**config.mk**
```make
export PLATFORM = sky130hd
export DESIGN_NAME = max_pool_stream
export DESIGN_NICKNAME = d
export VERILOG_FILES = /design/src/rtl/maxpool_pkg.sv /design/src/rtl/max_lane_tree.sv /design/src/rtl/max_pool_stream.sv
export SDC_FILE = /design/constraint.sdc
export NUM_CORES = 1
export LEC_CHECK = 0
export ABC_AREA = 0
export BUFFER_PORTS_ARGS = -buffer_cell sky130_fd_sc_hd__buf_2
export CORE_ASPECT_RATIO = 1.25
export CORE_UTILIZATION = 25
export CTS_CLUSTER_DIAMETER = 80
export DETAILED_ROUTE_END_ITERATION = 12
export PLACE_DENSITY = 0.47
export SLEW_MARGIN = 20
export SYNTH_ARGS = -nofsm -noshare
export SYNTH_HDL_FRONTEND = slang
export SYNTH_SLANG_ARGS = --single-unit
```
**constraint.sdc**
```tcl
create_clock -name clk -period 31.9 [get_ports clk]
set_input_delay 9.57 -clock clk [delete_from_list [all_inputs] [get_ports clk]]
set_output_delay 9.57 -clock clk [all_outputs]
set_load 0.01 [all_outputs]
```
**src/rtl/maxpool_pkg.sv**
```systemverilog
// Shared state encoding, default widths and width helpers for the streaming max-pool block.
package maxpool_pkg;

  localparam int unsigned DEF_DATA_WIDTH = 16;
  localparam logic [DEF_DATA_WIDTH-1:0] NEG_INF = {1'b1, {(DEF_DATA_WIDTH-1){1'b0}}};

  typedef enum logic [1:0] {
    IDLE  = 2'd0,
    ACCUM = 2'd1,
    HOLD  = 2'd2
  } state_e;

  function automatic int win_w(input int max_win);
    return $clog2(max_win + 1);
  endfunction

  function automatic int idx_w(input int max_win);
    return (max_win > 1) ? $clog2(max_win * max_win) : 1;
  endfunction

  // Element counter must reach N plus one extra beat of lanes
  function automatic int cnt_w(input int max_win, input int lanes);
    return $clog2(max_win * max_win + lanes + 1);
  endfunction

  function automatic int lane_w(input int lanes);
    return (lanes > 1) ? $clog2(lanes) : 1;
  endfunction

endpackage

```
**src/rtl/max_lane_tree.sv**
```systemverilog
// Combinational signed max across one beat of lanes; masked lanes count as NEG_INF.
// With MAXPOOL_ARGMAX_EN defined it also reports the earliest winning lane.
module max_lane_tree
  import maxpool_pkg::*;
#(
  parameter int unsigned DATA_WIDTH = DEF_DATA_WIDTH,
  parameter int unsigned LANES      = 4
) (
  input  logic [DATA_WIDTH*LANES-1:0]  data_i,
  input  logic [LANES-1:0]             mask_i,
`ifdef MAXPOOL_ARGMAX_EN
  output logic [lane_w(LANES)-1:0]     lane_o,
`endif
  output logic signed [DATA_WIDTH-1:0] max_o
);

  localparam logic signed [DATA_WIDTH-1:0] NEG_INF_W = {1'b1, {(DATA_WIDTH-1){1'b0}}};
`ifdef MAXPOOL_ARGMAX_EN
  localparam int unsigned LANE_W = lane_w(LANES);
`endif

  logic signed [DATA_WIDTH-1:0] lane_val;

  // Lane 0 sits in the MSBs; strict compare keeps the lowest lane on ties
  always_comb begin
    max_o    = NEG_INF_W;
    lane_val = NEG_INF_W;
`ifdef MAXPOOL_ARGMAX_EN
    lane_o   = '0;
`endif
    for (int i = 0; i < LANES; i++) begin
      lane_val = mask_i[i] ? NEG_INF_W
                           : $signed(data_i[(LANES-1-i)*DATA_WIDTH +: DATA_WIDTH]);
      if (lane_val > max_o) begin
        max_o  = lane_val;
`ifdef MAXPOOL_ARGMAX_EN
        lane_o = LANE_W'(i);
`endif
      end
    end
  end

endmodule

```
**src/rtl/max_pool_stream.sv**
```systemverilog
// Streaming KxK signed max-pool: LANES elements per beat, one result per window.
// Define MAXPOOL_ARGMAX_EN to drive out_idx with the flat argmax index; otherwise out_idx is 0.
module max_pool_stream
  import maxpool_pkg::*;
#(
  parameter int unsigned  DATA_WIDTH = DEF_DATA_WIDTH,
  parameter int unsigned  LANES      = 4,
  parameter int unsigned  MAX_WIN    = 13,
  localparam int unsigned WIN_W      = win_w(MAX_WIN),
  localparam int unsigned IDX_W      = idx_w(MAX_WIN)
) (
  input  logic                        clk,
  input  logic                        rst_n,
  input  logic [WIN_W-1:0]            cfg_win,
  input  logic                        in_valid,
  output logic                        in_ready,
  input  logic [DATA_WIDTH*LANES-1:0] in_data,
  input  logic [LANES-1:0]            in_pad,
  output logic                        out_valid,
  input  logic                        out_ready,
  output logic [DATA_WIDTH-1:0]       out_max,
  output logic [IDX_W-1:0]            out_idx
);

  localparam int unsigned      CNT_W = cnt_w(MAX_WIN, LANES);
  localparam logic [WIN_W-1:0] MAX_K = WIN_W'(MAX_WIN);

  state_e state_q, state_d;
  logic   in_ready_q, in_ready_d;
  logic   out_valid_q, out_valid_d;
  logic signed [DATA_WIDTH-1:0] acc_q, acc_d;
  logic signed [DATA_WIDTH-1:0] out_max_q, out_max_d;
  logic [CNT_W-1:0] base_q, base_d;
  logic [CNT_W-1:0] n_q, n_d;

  logic [WIN_W-1:0] k_eff_c;
  logic [CNT_W-1:0] n_cfg_c, n_cur_c, base_cur_c;
  logic [LANES-1:0] mask_c;
  logic             fire_c, last_c, upd_c;
  logic signed [DATA_WIDTH-1:0] beat_max_c, win_max_c;

`ifdef MAXPOOL_ARGMAX_EN
  localparam int unsigned LANE_W = lane_w(LANES);
  logic [LANE_W-1:0] beat_lane_c;
  logic [IDX_W-1:0]  idx_q, idx_d, out_idx_q, out_idx_d, win_idx_c;
`endif

  // Clamp requested window side to 1..MAX_WIN
  always_comb begin
    k_eff_c = cfg_win;
    if (cfg_win == '0) begin
      k_eff_c = WIN_W'(1);
    end else if (cfg_win > MAX_K) begin
      k_eff_c = MAX_K;
    end
  end

  // The first beat of a window uses the live config; later beats use the latched N
  assign n_cfg_c    = CNT_W'(k_eff_c) * CNT_W'(k_eff_c);
  assign n_cur_c    = (state_q == IDLE) ? n_cfg_c : n_q;
  assign base_cur_c = (state_q == IDLE) ? '0 : base_q;
  assign fire_c     = in_valid & in_ready_q;
  assign last_c     = (base_cur_c + CNT_W'(LANES)) >= n_cur_c;

  always_comb begin
    mask_c = in_pad;
    for (int i = 0; i < LANES; i++) begin
      if ((base_cur_c + CNT_W'(i)) >= n_cur_c) mask_c[i] = 1'b1;
    end
  end

  max_lane_tree #(
    .DATA_WIDTH (DATA_WIDTH),
    .LANES      (LANES)
  ) u_tree (
    .data_i (in_data),
    .mask_i (mask_c),
`ifdef MAXPOOL_ARGMAX_EN
    .lane_o (beat_lane_c),
`endif
    .max_o  (beat_max_c)
  );

  // First beat seeds the accumulator; later beats replace it only when strictly greater
  assign upd_c     = (state_q == IDLE) || (beat_max_c > acc_q);
  assign win_max_c = upd_c ? beat_max_c : acc_q;

  always_ff @(posedge clk or negedge rst_n) begin
    if (!rst_n) state_q <= IDLE;
    else        state_q <= state_d;
  end

  always_comb begin
    state_d = state_q;
    case (state_q)
      IDLE, ACCUM: if (fire_c) state_d = last_c ? HOLD : ACCUM;
      HOLD:        if (out_ready) state_d = IDLE;
      default:     state_d = IDLE;
    endcase
  end

  always_comb begin
    acc_d       = acc_q;
    base_d      = base_q;
    n_d         = n_q;
    out_max_d   = out_max_q;
    in_ready_d  = (state_d != HOLD);
    out_valid_d = (state_d == HOLD);
    if (fire_c) begin
      acc_d  = win_max_c;
      base_d = base_cur_c + CNT_W'(LANES);
      n_d    = n_cur_c;
      if (last_c) out_max_d = win_max_c;
    end
  end

  always_ff @(posedge clk or negedge rst_n) begin
    if (!rst_n) begin
      in_ready_q  <= 1'b1;
      out_valid_q <= 1'b0;
      acc_q       <= '0;
      out_max_q   <= '0;
      base_q      <= '0;
      n_q         <= '0;
    end else begin
      in_ready_q  <= in_ready_d;
      out_valid_q <= out_valid_d;
      acc_q       <= acc_d;
      out_max_q   <= out_max_d;
      base_q      <= base_d;
      n_q         <= n_d;
    end
  end

`ifdef MAXPOOL_ARGMAX_EN
  assign win_idx_c = upd_c ? (IDX_W'(base_cur_c) + IDX_W'(beat_lane_c)) : idx_q;

  always_comb begin
    idx_d     = idx_q;
    out_idx_d = out_idx_q;
    if (fire_c) begin
      idx_d = win_idx_c;
      if (last_c) out_idx_d = win_idx_c;
    end
  end

  always_ff @(posedge clk or negedge rst_n) begin
    if (!rst_n) begin
      idx_q     <= '0;
      out_idx_q <= '0;
    end else begin
      idx_q     <= idx_d;
      out_idx_q <= out_idx_d;
    end
  end

  assign out_idx = out_idx_q;
`else
  assign out_idx = '0;
`endif

  assign in_ready  = in_ready_q;
  assign out_valid = out_valid_q;
  assign out_max   = out_max_q;

endmodule

```
# ---- Word level (Yosys, flattened, before mapping)
# Cells that the tools add are included.
# W data, S select, Z words.
dict set report op_classes {
  magnitude_cmp 11
  reduce_logical 5
  muxes 21
  n_mul 1
  n_eq_ne 4
  addsub 4
  bitwise 1
}
# cell n
set op_table {}
lappend op_table {{$mux W16} 9}
lappend op_table {{$gt A16 B16 Y1} 4}
lappend op_table {{$ge A8 B8 Y1} 5}
lappend op_table {{$add A8 B2 Y8 const B} 2}
lappend op_table {{$gt A16 B16 Y1 const B} 1}
lappend op_table {{$mux W8} 2}
lappend op_table {{$add A8 B1 Y8 const B} 1}
lappend op_table {{$add A8 B3 Y8 const B} 1}
lappend op_table {{$mul A4 B4 Y8} 1}
lappend op_table {{$mux W4} 2}
lappend op_table {{$mux W2} 3}
lappend op_table {{$eq A2 B2 Y1 const B} 2}
lappend op_table {{$gt A4 B4 Y1 const B} 1}
lappend op_table {{$logic_not A4 Y1} 1}
lappend op_table {{$mux W1} 4}
lappend op_table {{$pmux W2 S2} 1}
lappend op_table {{$eq A2 B1 Y1 const B} 1}
lappend op_table {{$logic_not A2 Y1} 1}
lappend op_table {{$ne A2 B2 Y1 const B} 1}
lappend op_table {{$reduce_and A2 Y1} 1}
lappend op_table {{$reduce_or A2 Y1} 1}
lappend op_table {{$and A1 B1 Y1} 1}
lappend op_table {{$logic_or A1 B1 Y1} 1}
dict set report word_totals {
  reg_bits 52
  inputBits 76
}

# ---- Longest topological paths before layout
# Gate-level depths: netlist (run 1).
dict set report logic_depth {
  depth_word 19
  depth_mapped 62
}

# ---- Hierarchy
# Synthesis (run 1) repeated with hierarchy kept, for this count alone.
dict set report hier_totals {
  hier_cells 731
  area_unflattened_um2 6426.2
}
# mod area_each_um2 seq_area_each_um2 instances cells_each
set by_module_without_submodules {}
lappend by_module_without_submodules {max_pool_stream 4184.0 1302.5 1 428}
lappend by_module_without_submodules {max_lane_tree 2242.2 0.0 1 303}

# ---- Worst setup path before layout (run 1)
# Ideal clock, no wire load.
dict set report synth_path {
  path_kind {in2reg}
  startpoint {input cfg_win[1]}
  endpoint {register acc_q[10]}
  setup_time_ps 125
  path_buffers 6
  path_slack_ps 10729
  t_required_ps 31775
  arrival_time_ps 21046
  path_stages 55
  path_cell_list {and2_1 > nor2b_1 > and2_1 > inv_1 > fa_1 > xor2_1 > nor2_1 > a21oi_1 > ha_1 > a221oi_1 > o22ai_1 > a31oi_4 > clkbuf_1 > nand2_1 > ha_1 > a211oi_1 > o21ai_1 > a2111oi_0 > [19 not listed] > a21o_1 > or2_2 > o21ai_0 > clkbuf_1 > clkbuf_1 > o21ai_1 > ha_1 > nor2b_1 > o21a_1 > o21a_1 > o21a_1 > o21a_1 > o21ai_0 > a21oi_1 > o22ai_1 > nor2_1 > clkbuf_1 > mux2_2}
}
dict set report synth_between {
  elab_chain_cells 19
  word_cells_on_any_way 29
  cone_classes {mul: 1; order compare: 10; mux: 16; reduce/logical: 2}
}
# item line_no
set synth_lines {}
lappend synth_lines {{from (decl)} max_pool_stream.sv:14} ;# input logic [WIN_W-1:0] cfg_win,
lappend synth_lines {{$gt A4 B4 Y1} max_pool_stream.sv:53} ;# end else if (cfg_win > MAX_K) begin
lappend synth_lines {{$mux W4} max_pool_stream.sv:53}
lappend synth_lines {{$mux W4 (*)} max_pool_stream.sv:51} ;# if (cfg_win == '0) begin
lappend synth_lines {{$mul A4 B4 Y8 (*)} max_pool_stream.sv:59} ;# assign n_cfg_c = CNT_W'(k_eff_c) * CNT_W'(k_eff_c);
lappend synth_lines {{$mux W8 (*)} max_pool_stream.sv:60} ;# assign n_cur_c = (state_q == IDLE) ? n_cfg_c : n_q;
lappend synth_lines {{$ge A8 B8 Y1} max_pool_stream.sv:68} ;# if ((base_cur_c + CNT_W'(i)) >= n_cur_c) mask_c[i] = 1'b1;
lappend synth_lines {{$mux W1} max_pool_stream.sv:68}
lappend synth_lines {{$mux W16} max_lane_tree.sv:32} ;# lane_val = mask_i[i] ? NEG_INF_W
lappend synth_lines {{[3 not listed]} -}
lappend synth_lines {{$mux W16} max_lane_tree.sv:34} ;# if (lane_val > max_o) begin
lappend synth_lines {{$gt A16 B16 Y1} max_lane_tree.sv:34}
lappend synth_lines {{$mux W16} max_lane_tree.sv:34}
lappend synth_lines {{$gt A16 B16 Y1} max_lane_tree.sv:34}
lappend synth_lines {{$mux W16 (*)} max_lane_tree.sv:34}
lappend synth_lines {{$gt A16 B16 Y1} max_pool_stream.sv:85} ;# assign upd_c = (state_q == IDLE) || (beat_max_c > acc_q);
lappend synth_lines {{$logic_or A1 B1 Y1} max_pool_stream.sv:85}
lappend synth_lines {{$mux W16 (*)} max_pool_stream.sv:86} ;# assign win_max_c = upd_c ? beat_max_c : acc_q;
lappend synth_lines {{to (signal assigned)} max_pool_stream.sv:121} ;# acc_q <= '0;
lappend synth_lines {{to (signal assigned)} max_pool_stream.sv:128} ;# acc_q <= acc_d;
lappend synth_lines {{to (decl)} max_pool_stream.sv:31} ;# logic signed [DATA_WIDTH-1:0] acc_q, acc_d;
# Every way passes the cells marked *; elsewhere a longest branch is shown, timed or not.
# A chain may end at the register's enable or synchronous reset.

# ---- Worst setup path after layout (run 1)
dict set report layout_path {
  startpoint {input cfg_win[2]}
  endpoint {register acc_q[9]}
}
# Same word-level chain as after synthesis.

==> run summary, run 1 <==
Max-cap violations: 0
Deepest clock path buffer count: 2
Core Rows: 65
Share of layout cells above drive strength 1: 19.0%
Ys flop type: dfrtp_1
Top sig layer: met5
WHS: 0.483 ns
R2R Path End: acc_q[9]
Cells resized by post-CTS repair: 0
CP max-delay cell: o211ai_4
Later-pin clock latency in the skew report: 0.30 ns
Drt first pass iters: 8
Post-CTS setup buffer count: 0
Clock Tree Root: clkbuf_16
HP Start: n_q[3]
Total wire length: 18.3 mm
EDFF count, synth: 0
CP delay by family, top: compound AO/OA/AOI/OAI gates
Violated checks: DRC
Data arrival, critical path: 22.52 ns
Minimum clock period: 22.33 ns
Commonest non-fill, non-tap cells in the layout: 101 x ha_1, 94 x nand2_1, 93 x buf_2
Fillers: 2750
Reg2Reg Setup Slack: 18.83 ns
Initial Utilization: 25.4%
RSZ-0062 raised after global routing: no
CP most frequent cell: a21o_1
Slew @ Worst Pin: 0.831 ns
Vias: 5708
First-pass GRT wire length: 30.0 mm
CTS sink count: 52
Status: complete, but fails checks
IO Count: 102
Final period util: 70.0%
Core area: 25100 sq um
Syn_area_per_cell: 8.10 sq um
H-tree lvl count: 2
YS warnings: 0
Sequential-to-total area share from yosys stat: 20.4%
Antenna violations before repair: 1
Crit Path Max Fanout: 30
Hold Path End: n_q[3]
Number of I/O port buffers: 93
Setup CP Type: in2reg
DRC Markers: 2
CP peak stage delay: 0.60 ns
CTS clk-pin slew, worst paths: 0.07 ns
Mapped Cells: 788
HPWL Detailed: 14.9 mm
Placer Congestion: 0.843
Routed wl met2: 8.69 mm
CTS tree: yes
Ys async rst share: 100%
Setup TNS: 0 ns
Die footprint: 26200 sq um
Reg2reg path depth: 50
Area share of the largest cell type after synthesis: 20.0%
Num CTS Buffers: 5
Max-slew violations: 0
DRT iter0 DRCs: 261
Vias in the first global route: 5775
Synth cell types: 82
Vias per cell: 4.77
Met3 wire length: 570 microns
Startpoint types: input pin
Critical Path End Type: flip-flop
Hold Path Stages: 2
Hold_buf cts: 0
Gr ovfl total: 0
Clock skew: 0.00853 ns
R2R Path Start: state_q[1]
DRT antenna net count: 0
Worst path bufs/invs: 5
Hold Vio Cnt, Final: 0
Largest area contributor in the netlist: dfrtp_1
Commonest non-fill, non-tap cell in the layout: ha_1
Largest net degree at the start of global routing: 53
CP Depth: 52
P&R area growth vs syn: 15.1%
Area of the multi-input gates: 4710 sq um
Die height: 181 microns
Die width: 145 microns
Wl on met1: 8.73 mm
Endpoints failing setup: 0
Largest cells by area after synthesis: dfrtp_1 20%, ha_1 20%, nand2_1 5.5%
Worst hold path class: reg2reg
Net count, final: 1039
Slew headroom: 43.9%
Wire per inst: 15.3 microns
Register area: 1300 sq um
Ant diodes: 0
WP data required: 32.08 ns
Synthesis-stage register bit count: 52
Peak Freq: 44.8 MHz
GRT Util Overall: 14.2%
Netlist Area Pre-Place: 6380 sq um
-- cell families (layout without fill, tap and decap cells) --
kind of cell / Yosys count / in the layout / share of synthesized area, %
AO/OA/AOI/OAI: 198 / 198 / 21.4
buffers and inverters: 100 / 167 / 6.61
flip-flops: 52 / 52 / 20.4
adder cells (fa/ha/maj): 103 / 103 / 20.3
AND/OR/NAND/NOR: 272 / 272 / 21.1
XOR/XNOR: 23 / 23 / 3.27
other: 1 / 8 / 0.0587
multiplexers: 39 / 39 / 6.88
-- worst reg2reg max path: cells and delay by family (launching register included) --
| kind | cells | cell delay [ns] |
|---|---|---|
| mux | 2 | 0.78 |
| flops | 1 | 0.45 |
| compound gates | 28 | 6.86 |
| simple gates | 8 | 1.87 |
| xor+xnor | 1 | 0.16 |
| buf+inv | 5 | 1.14 |
| fa+ha+maj | 6 | 1.71 |
-- stage by stage --
step	setup slack, ns	instance area, sq um	utilization, %	std cells
3_5_place_dp	9.09	7160	28.5	1189
6_report	9.57	7340	29.2	1197
3_3_place_gp	9.24	7160	28.5	1189
5_1_grt	8.42	7340	29.2	1197
2_1_floorplan	10.73	6410	-	795
4_1_cts	9.35	7340	29.2	1197
-- synth_stat cells, drive strengths merged (4+ instances only) --
master  instances
a211oi          8
a21boi          6
a21o           18
a21oi          61
a221o           6
and2           22
and3           20
and4            4
buf            13
clkbuf         28
dfrtp          51
ha            101
inv            58
mux2           30
mux2i           9
nand2          94
nand2b          7
nand3          15
nand4          15
nor2           59
nor2b          12
nor3            6
o211ai          8
o21a           12
o21ai          43
or3             4
xnor2          13
xor2           10
-- metal layers --
layer | up-vias | GRT usage [%]
li1 | 2941 | -
met1 | 2644 | 18.6
met2 | 104 | 24.6
met3 | 17 | 1.39
met4 | 2 | 4.34
met5 | - | 0
-- cell type report --
| class | count | share of cell area, % |
|---|---|---|
| multi-input combinational | 643 | 64.1 |
| sequential | 52 | 17.7 |
| timing repair buffer | 100 | 7.05 |
| tap | 335 | 5.71 |
| inverter | 59 | 3.02 |
| clock buffer | 6 | 1.89 |
| clock inverter | 2 | 0.528 |
-- registers in the layout, indices dropped and copies added (netlist names) --
register,cells
base_q,8
acc_q,16
out_max,16
n_q,8
state_q,2
in_ready,1
out_valid,1
-- how the worst max path moves through the flow --
stage | start | to | slack [ns]
CTS | cfg_win[2] | acc_q[15] | 9.35
global route | cfg_win[2] | acc_q[5] | 8.42
detailed placement | cfg_win[2] | acc_q[15] | 9.09
global placement | cfg_win[2] | acc_q[3] | 9.24
finish | cfg_win[2] | acc_q[9] | 9.57
floorplan | cfg_win[1] | acc_q[10] | 10.73
Power of run 1 is not shown: default switching activity piles up to over one toggle a cycle in this logic, so the estimate is an artifact.
==> inputs of run 2 (changes only) <==
==> constraint.sdc (replaced) <==
create_clock -name clk -period 22.7 [get_ports clk]
set_input_delay 6.81 -clock clk [delete_from_list [all_inputs] [get_ports clk]]
set_output_delay 6.81 -clock clk [all_outputs]
set_load 0.01 [all_outputs]
==> run 2 against run 1 <==
  * The flow now finishes without violations
  * Core utilization about the same
  * Setup slack got worse by 6.3 ns
  * Flip-flop and latch count unchanged
  * First-iteration DRC count increased by 21%
  * Die area unchanged
  * Critical path depth unchanged
  * Highest routed layer unchanged
==> run summary, run 2 (synthesized netlist as in run 1, its figures left out) <==
Status: finished clean
Reg2reg path depth: 50 (unchanged)
Die width: 145 microns (unchanged)
Peak Freq: 51.5 MHz
Worst hold path class: reg2reg
Vias in the first global route: 5740 (-0.61%)
Clock Tree Root: clkbuf_16
CP max-delay cell: o211ai_4
Core Rows: 65 (unchanged)
Endpoints failing setup: 0 (unchanged)
Max-cap violations: 0 (unchanged)
CTS clk-pin slew, worst paths: 0.07 ns (about the same)
Fillers: 2721 (-1.1%)
Gr ovfl total: 0 (unchanged)
Antenna violations before repair: 1 (unchanged)
Data arrival, critical path: 19.58 ns (-2.94 ns)
Later-pin clock latency in the skew report: 0.29 ns (about the same)
Crit Path Max Fanout: 30 (unchanged)
Setup TNS: 0 ns (unchanged)
Ant diodes: 0 (unchanged)
Initial Utilization: 25.4% (unchanged)
Total wire length: 18.3 mm (-0.25%)
Minimum clock period: 19.41 ns
First-pass GRT wire length: 30.1 mm (+0.25%)
Post-CTS setup buffer count: 0 (unchanged)
Placer Congestion: 0.841 (-0.26%)
CTS sink count: 52 (unchanged)
HPWL Detailed: 15.0 mm (+0.22%)
Share of layout cells above drive strength 1: 19.0% (unchanged)
Setup CP Type: in2reg
Critical Path End Type: flip-flop
Drt first pass iters: 5 (-3)
Slew @ Worst Pin: 0.812 ns (-0.0187 ns)
Worst setup path end: acc_q[12]
Vias: 5647 (-1.1%)
Num CTS Buffers: 5 (unchanged)
Crit path from: cfg_win[2]
Hold_buf cts: 0 (unchanged)
DRC Markers: 0 (-2)
Max-slew violations: 0 (unchanged)
Number of I/O port buffers: 93 (unchanged)
Vias per cell: 4.72 (-1.1%)
Largest net degree at the start of global routing: 53 (unchanged)
P&R area growth vs syn: 14.9%
CP most frequent cell: a21o_1
Die footprint: 26200 sq um (unchanged)
Deepest clock path buffer count: 2 (unchanged)
HP Start: n_q[0]
CP peak stage delay: 0.60 ns (about the same)
R2R Path Start: state_q[1]
H-tree lvl count: 2 (unchanged)
RSZ-0062 raised after global routing: no
WP data required: 22.88 ns (-9.20 ns)
Commonest non-fill, non-tap cell in the layout: ha_1
Final period util: 85.5%
GRT Util Overall: 14.3% (+0.061 points)
Core area: 25100 sq um (unchanged)
Wire per inst: 15.3 microns (-0.25%)
Clock skew: 0.00554 ns (-0.00299 ns)
Hold Vio Cnt, Final: 0 (unchanged)
Net count, final: 1039 (unchanged)
R2R Path End: acc_q[12]
Commonest non-fill, non-tap cells in the layout: 101 x ha_1, 94 x nand2_1, 93 x buf_2
Cells resized by post-CTS repair: 0 (unchanged)
Reg2Reg Setup Slack: 9.84 ns (-8.99 ns)
DRT iter0 DRCs: 315 (+21%)
IO Count: 102 (unchanged)
CTS tree: yes
Slew headroom: 45.2% (+1.3 points)
Die height: 181 microns (unchanged)
Startpoint types: input pin
DRT antenna net count: 0 (unchanged)
[run 2: changes by cell type in the layout (fill, tap and decap cells not counted), sizes merged]
cell / before / now
clkbuf: 6 / 5
clkinvlp: 0 / 1
[run 2: how the worst min path moves through the flow]
stage | endpoint | slack [ns] | cells past startpoint
6_report | n_q[0] | 0.48 | 2
5_1_grt | n_q[1] | 0.50 | 1
4_1_cts | n_q[0] | 0.49 | 2
3_5_place_dp | n_q[0] | 0.47 | 2
3_3_place_gp | n_q[3] | 0.46 | 2
2_1_floorplan | n_q[0] | 0.45 | 2
[run 2: worst max-delay path, delay by kind of cell]
family          cells  cell delay [ns]
simple gates        9             1.91
compound gates     29             7.19
buf+inv             5             0.86
xor+xnor            1             0.17
mux                 2             0.77
fa+ha+maj           6             1.86
[run 2: per-stage QoR]
step | hold slack (ns) | setup slack, ns | instance area [sq um] | utilization [%] | std cells
6_report | 0.480 | 3.29 | 7330 | 29.2 | 1197
3_3_place_gp | 0.462 | 2.80 | 7160 | 28.5 | 1189
4_1_cts | 0.487 | 2.92 | 7330 | 29.2 | 1197
3_5_place_dp | 0.471 | 2.64 | 7160 | 28.5 | 1189
2_1_floorplan | 0.450 | 4.29 | 6410 | - | 795
5_1_grt | 0.498 | 2.15 | 7330 | 29.2 | 1197
[run 2: layout make-up]
type | instances | area [sq um] | share of cell area, %
Sequential cell | 52 | 1300 | 17.8
Multi-Input combinational cell | 643 | 4710 | 64.2
Inverter | 59 | 221 | 3.02
Clock inverter | 3 | 42.5 | 0.580
Tap cell | 335 | 419 | 5.71
Timing Repair Buffer | 100 | 518 | 7.06
Clock buffer | 5 | 125 | 1.71
[run 2: layer usage]
layer  GRT usage [%]  share of wire, %  vias to the layer above
met4            3.87               1.5                        2
li1                -                 -                     2938
met3            1.80               3.5                       17
met5               0             0.044                        -
met2            24.3                47                      105
met1            18.9                48                     2585
Power of run 2 is left out for the same reason.
==> inputs of run 3 (changes only) <==
--- a/config.mk
+++ b/config.mk
@@ -8,10 +8,10 @@
 export ABC_AREA = 0
 export BUFFER_PORTS_ARGS = -buffer_cell sky130_fd_sc_hd__buf_2
 export CORE_ASPECT_RATIO = 1.25
-export CORE_UTILIZATION = 25
+export CORE_UTILIZATION = 45
 export CTS_CLUSTER_DIAMETER = 80
 export DETAILED_ROUTE_END_ITERATION = 12
-export PLACE_DENSITY = 0.47
+export PLACE_DENSITY = 0.71
 export SLEW_MARGIN = 20
 export SYNTH_ARGS = -nofsm -noshare
 export SYNTH_HDL_FRONTEND = slang
==> run 3 against run 2 <==
  * Sequential share of layout area grew 0.44 points
  * Cell area shrank 2.4%
  * Critical path depth decreased by 1
  * Routed wire length fell by 14%
  * Clock skew rose by 0.0016 ns
  * Via count up 1.8%
  * Highest routed layer is now met4
==> run summary, run 3 (synthesized netlist as in run 1, its figures left out) <==
Wl on met1: 7.58 mm (-14%)
Max-slew violations: 0 (unchanged)
Wire per inst: 15.2 microns (-0.16%)
Gr ovfl total: 0 (unchanged)
IO Count: 102 (unchanged)
First-pass GRT wire length: 25.9 mm (-14%)
Top sig layer: met4
CP peak stage delay: 0.76 ns (+0.16 ns)
Ant diodes: 0 (unchanged)
Deepest clock path buffer count: 2 (unchanged)
Hold Vio Cnt, Final: 0 (unchanged)
Routed wl met2: 7.28 mm (-15%)
Die width: 109 microns (-25%)
Post-Layout Cell Count: 1037 (-13%)
Core Rows: 48 (-26%)
Commonest non-fill, non-tap cell in the layout: ha_1
Num CTS Buffers: 5 (unchanged)
Final period util: 86.4% (+0.93 points)
Share of layout cells above drive strength 1: 19.0% (unchanged)
Endpoints failing setup: 0 (unchanged)
Slew headroom: 44.8% (-0.33 points)
Setup WS pre-CTS: 2.73 ns (+0.0825 ns)
Vias in the first global route: 5554 (-3.2%)
Minimum clock period: 19.62 ns (+0.212 ns)
WP data required: 22.87 ns (about the same)
Cells resized by post-CTS repair: 0 (unchanged)
Largest net degree at the start of global routing: 53 (unchanged)
Setup CP Type: in2reg
Data arrival, critical path: 19.79 ns (+0.21 ns)
Reg2Reg Setup Slack: 9.58 ns (-0.26 ns)
Number of I/O port buffers: 93 (unchanged)
Net count, final: 1039 (unchanged)
CTS tree: yes
Max-cap violations: 0 (unchanged)
Final WS setup: 3.08 ns (-0.212 ns)
GRT Util Overall: 22.1% (+7.8 points)
HP Start: n_q[7]
Vias: 5747 (+1.8%)
Met3 wire length: 562 microns (-11%)
Status: finished clean
DRT antenna net count: 0 (unchanged)
Commonest non-fill, non-tap cells in the layout: 101 x ha_1, 94 x nand2_1, 93 x buf_2
Later-pin clock latency in the skew report: 0.29 ns (about the same)
Setup TNS: 0 ns (unchanged)
P&R area growth vs syn: 12.1%
Hold_buf cts: 0 (unchanged)
Core area: 13800 sq um (-45%)
CTS sink count: 52 (unchanged)
Reg2reg path depth: 49 (-2.0%)
Drt first pass iters: 4 (-1)
R2R Path End: acc_q[10]
Die height: 135 microns (-25%)
Clock skew: 0.00711 ns (+0.00157 ns)
Slew @ Worst Pin: 0.807 ns (-0.00522 ns)
HPWL Detailed: 12.7 mm (-15%)
Peak Freq: 51.0 MHz (-1.1%)
Startpoint types: input pin
Total wire length: 15.8 mm (-14%)
Vias per cell: 5.54 (+17%)
Worst hold path class: reg2reg
Initial Utilization: 46.2% (+21 points)
DRC Markers: 0 (unchanged)
Placer Congestion: 0.943 (+12%)
RSZ-0062 raised after global routing: no
Die footprint: 14700 sq um (-44%)
Critical Path End Type: flip-flop
Antenna violations before repair: 0 (-1)
Hold Path End: n_q[7]
WHS: 0.479 ns (-0.00112 ns)
H-tree lvl count: 2 (unchanged)
Clock Tree Root: clkbuf_16
DRT iter0 DRCs: 354 (+12%)
Placed cells: 1029 (-13%)
Post-CTS setup buffer count: 0 (unchanged)
Hold Path Stages: 2 (unchanged)
CTS clk-pin slew, worst paths: 0.06 ns (about the same)
Crit Path Max Fanout: 31 (+3.3%)
R2R Path Start: state_q[1]
CP max-delay cell: a2111oi_0
run 3: cell count changes in the layout (fill, tap and decap cells not counted):
cell        change
clkinv_2        -1
a21boi_4        +1
clkinvlp_4      -1
a21boi_2        -1
clkbuf_8        +2
run 3: layout make-up:
| class | instances | area (sq um) |
|---|---|---|
| timing repair buffer | 100 | 518 |
| sequential | 52 | 1300 |
| tap | 175 | 219 |
| clock inverter | 1 | 30.0 |
| clock buffer | 7 | 153 |
| fill | 1345 | 6660 |
| inverter | 59 | 221 |
| multi-input combinational | 643 | 4710 |
run 3: how the worst max path moves through the flow:
stage	from	to	slack (ns)	cells past startpoint
after floorplan	cfg_win[1]	acc_q[10]	4.29	55
after global placement	cfg_win[2]	acc_q[5]	2.99	51
after detailed placement	cfg_win[2]	acc_q[10]	2.73	51
after CTS	cfg_win[2]	acc_q[12]	3.00	51
after global routing	cfg_win[2]	acc_q[9]	2.16	51
final	cfg_win[2]	acc_q[10]	3.08	51
run 3: metal layers:
metal	track usage (%)	vias to the layer above
li1	-	2942
met1	29.5	2654
met2	36.9	126
met3	1.92	25
met4	8.26	0
met5	0	-
run 3: through the flow:
stage	area (sq um)	utilization (%)
after floorplan	6410	-
after global placement	6960	50.4
after detailed placement	6960	50.4
after CTS	7140	51.7
after global routing	7160	51.8
final	7160	51.8
run 3: worst max-delay path: cells and delay by family:
family | cells | cell delay (ns)
compound gates | 29 | 7.71
fa+ha+maj | 6 | 1.80
simple gates | 8 | 1.80
mux | 2 | 0.78
buf+inv | 5 | 0.66
xor+xnor | 1 | 0.21
Power of run 3 is left out for the same reason.
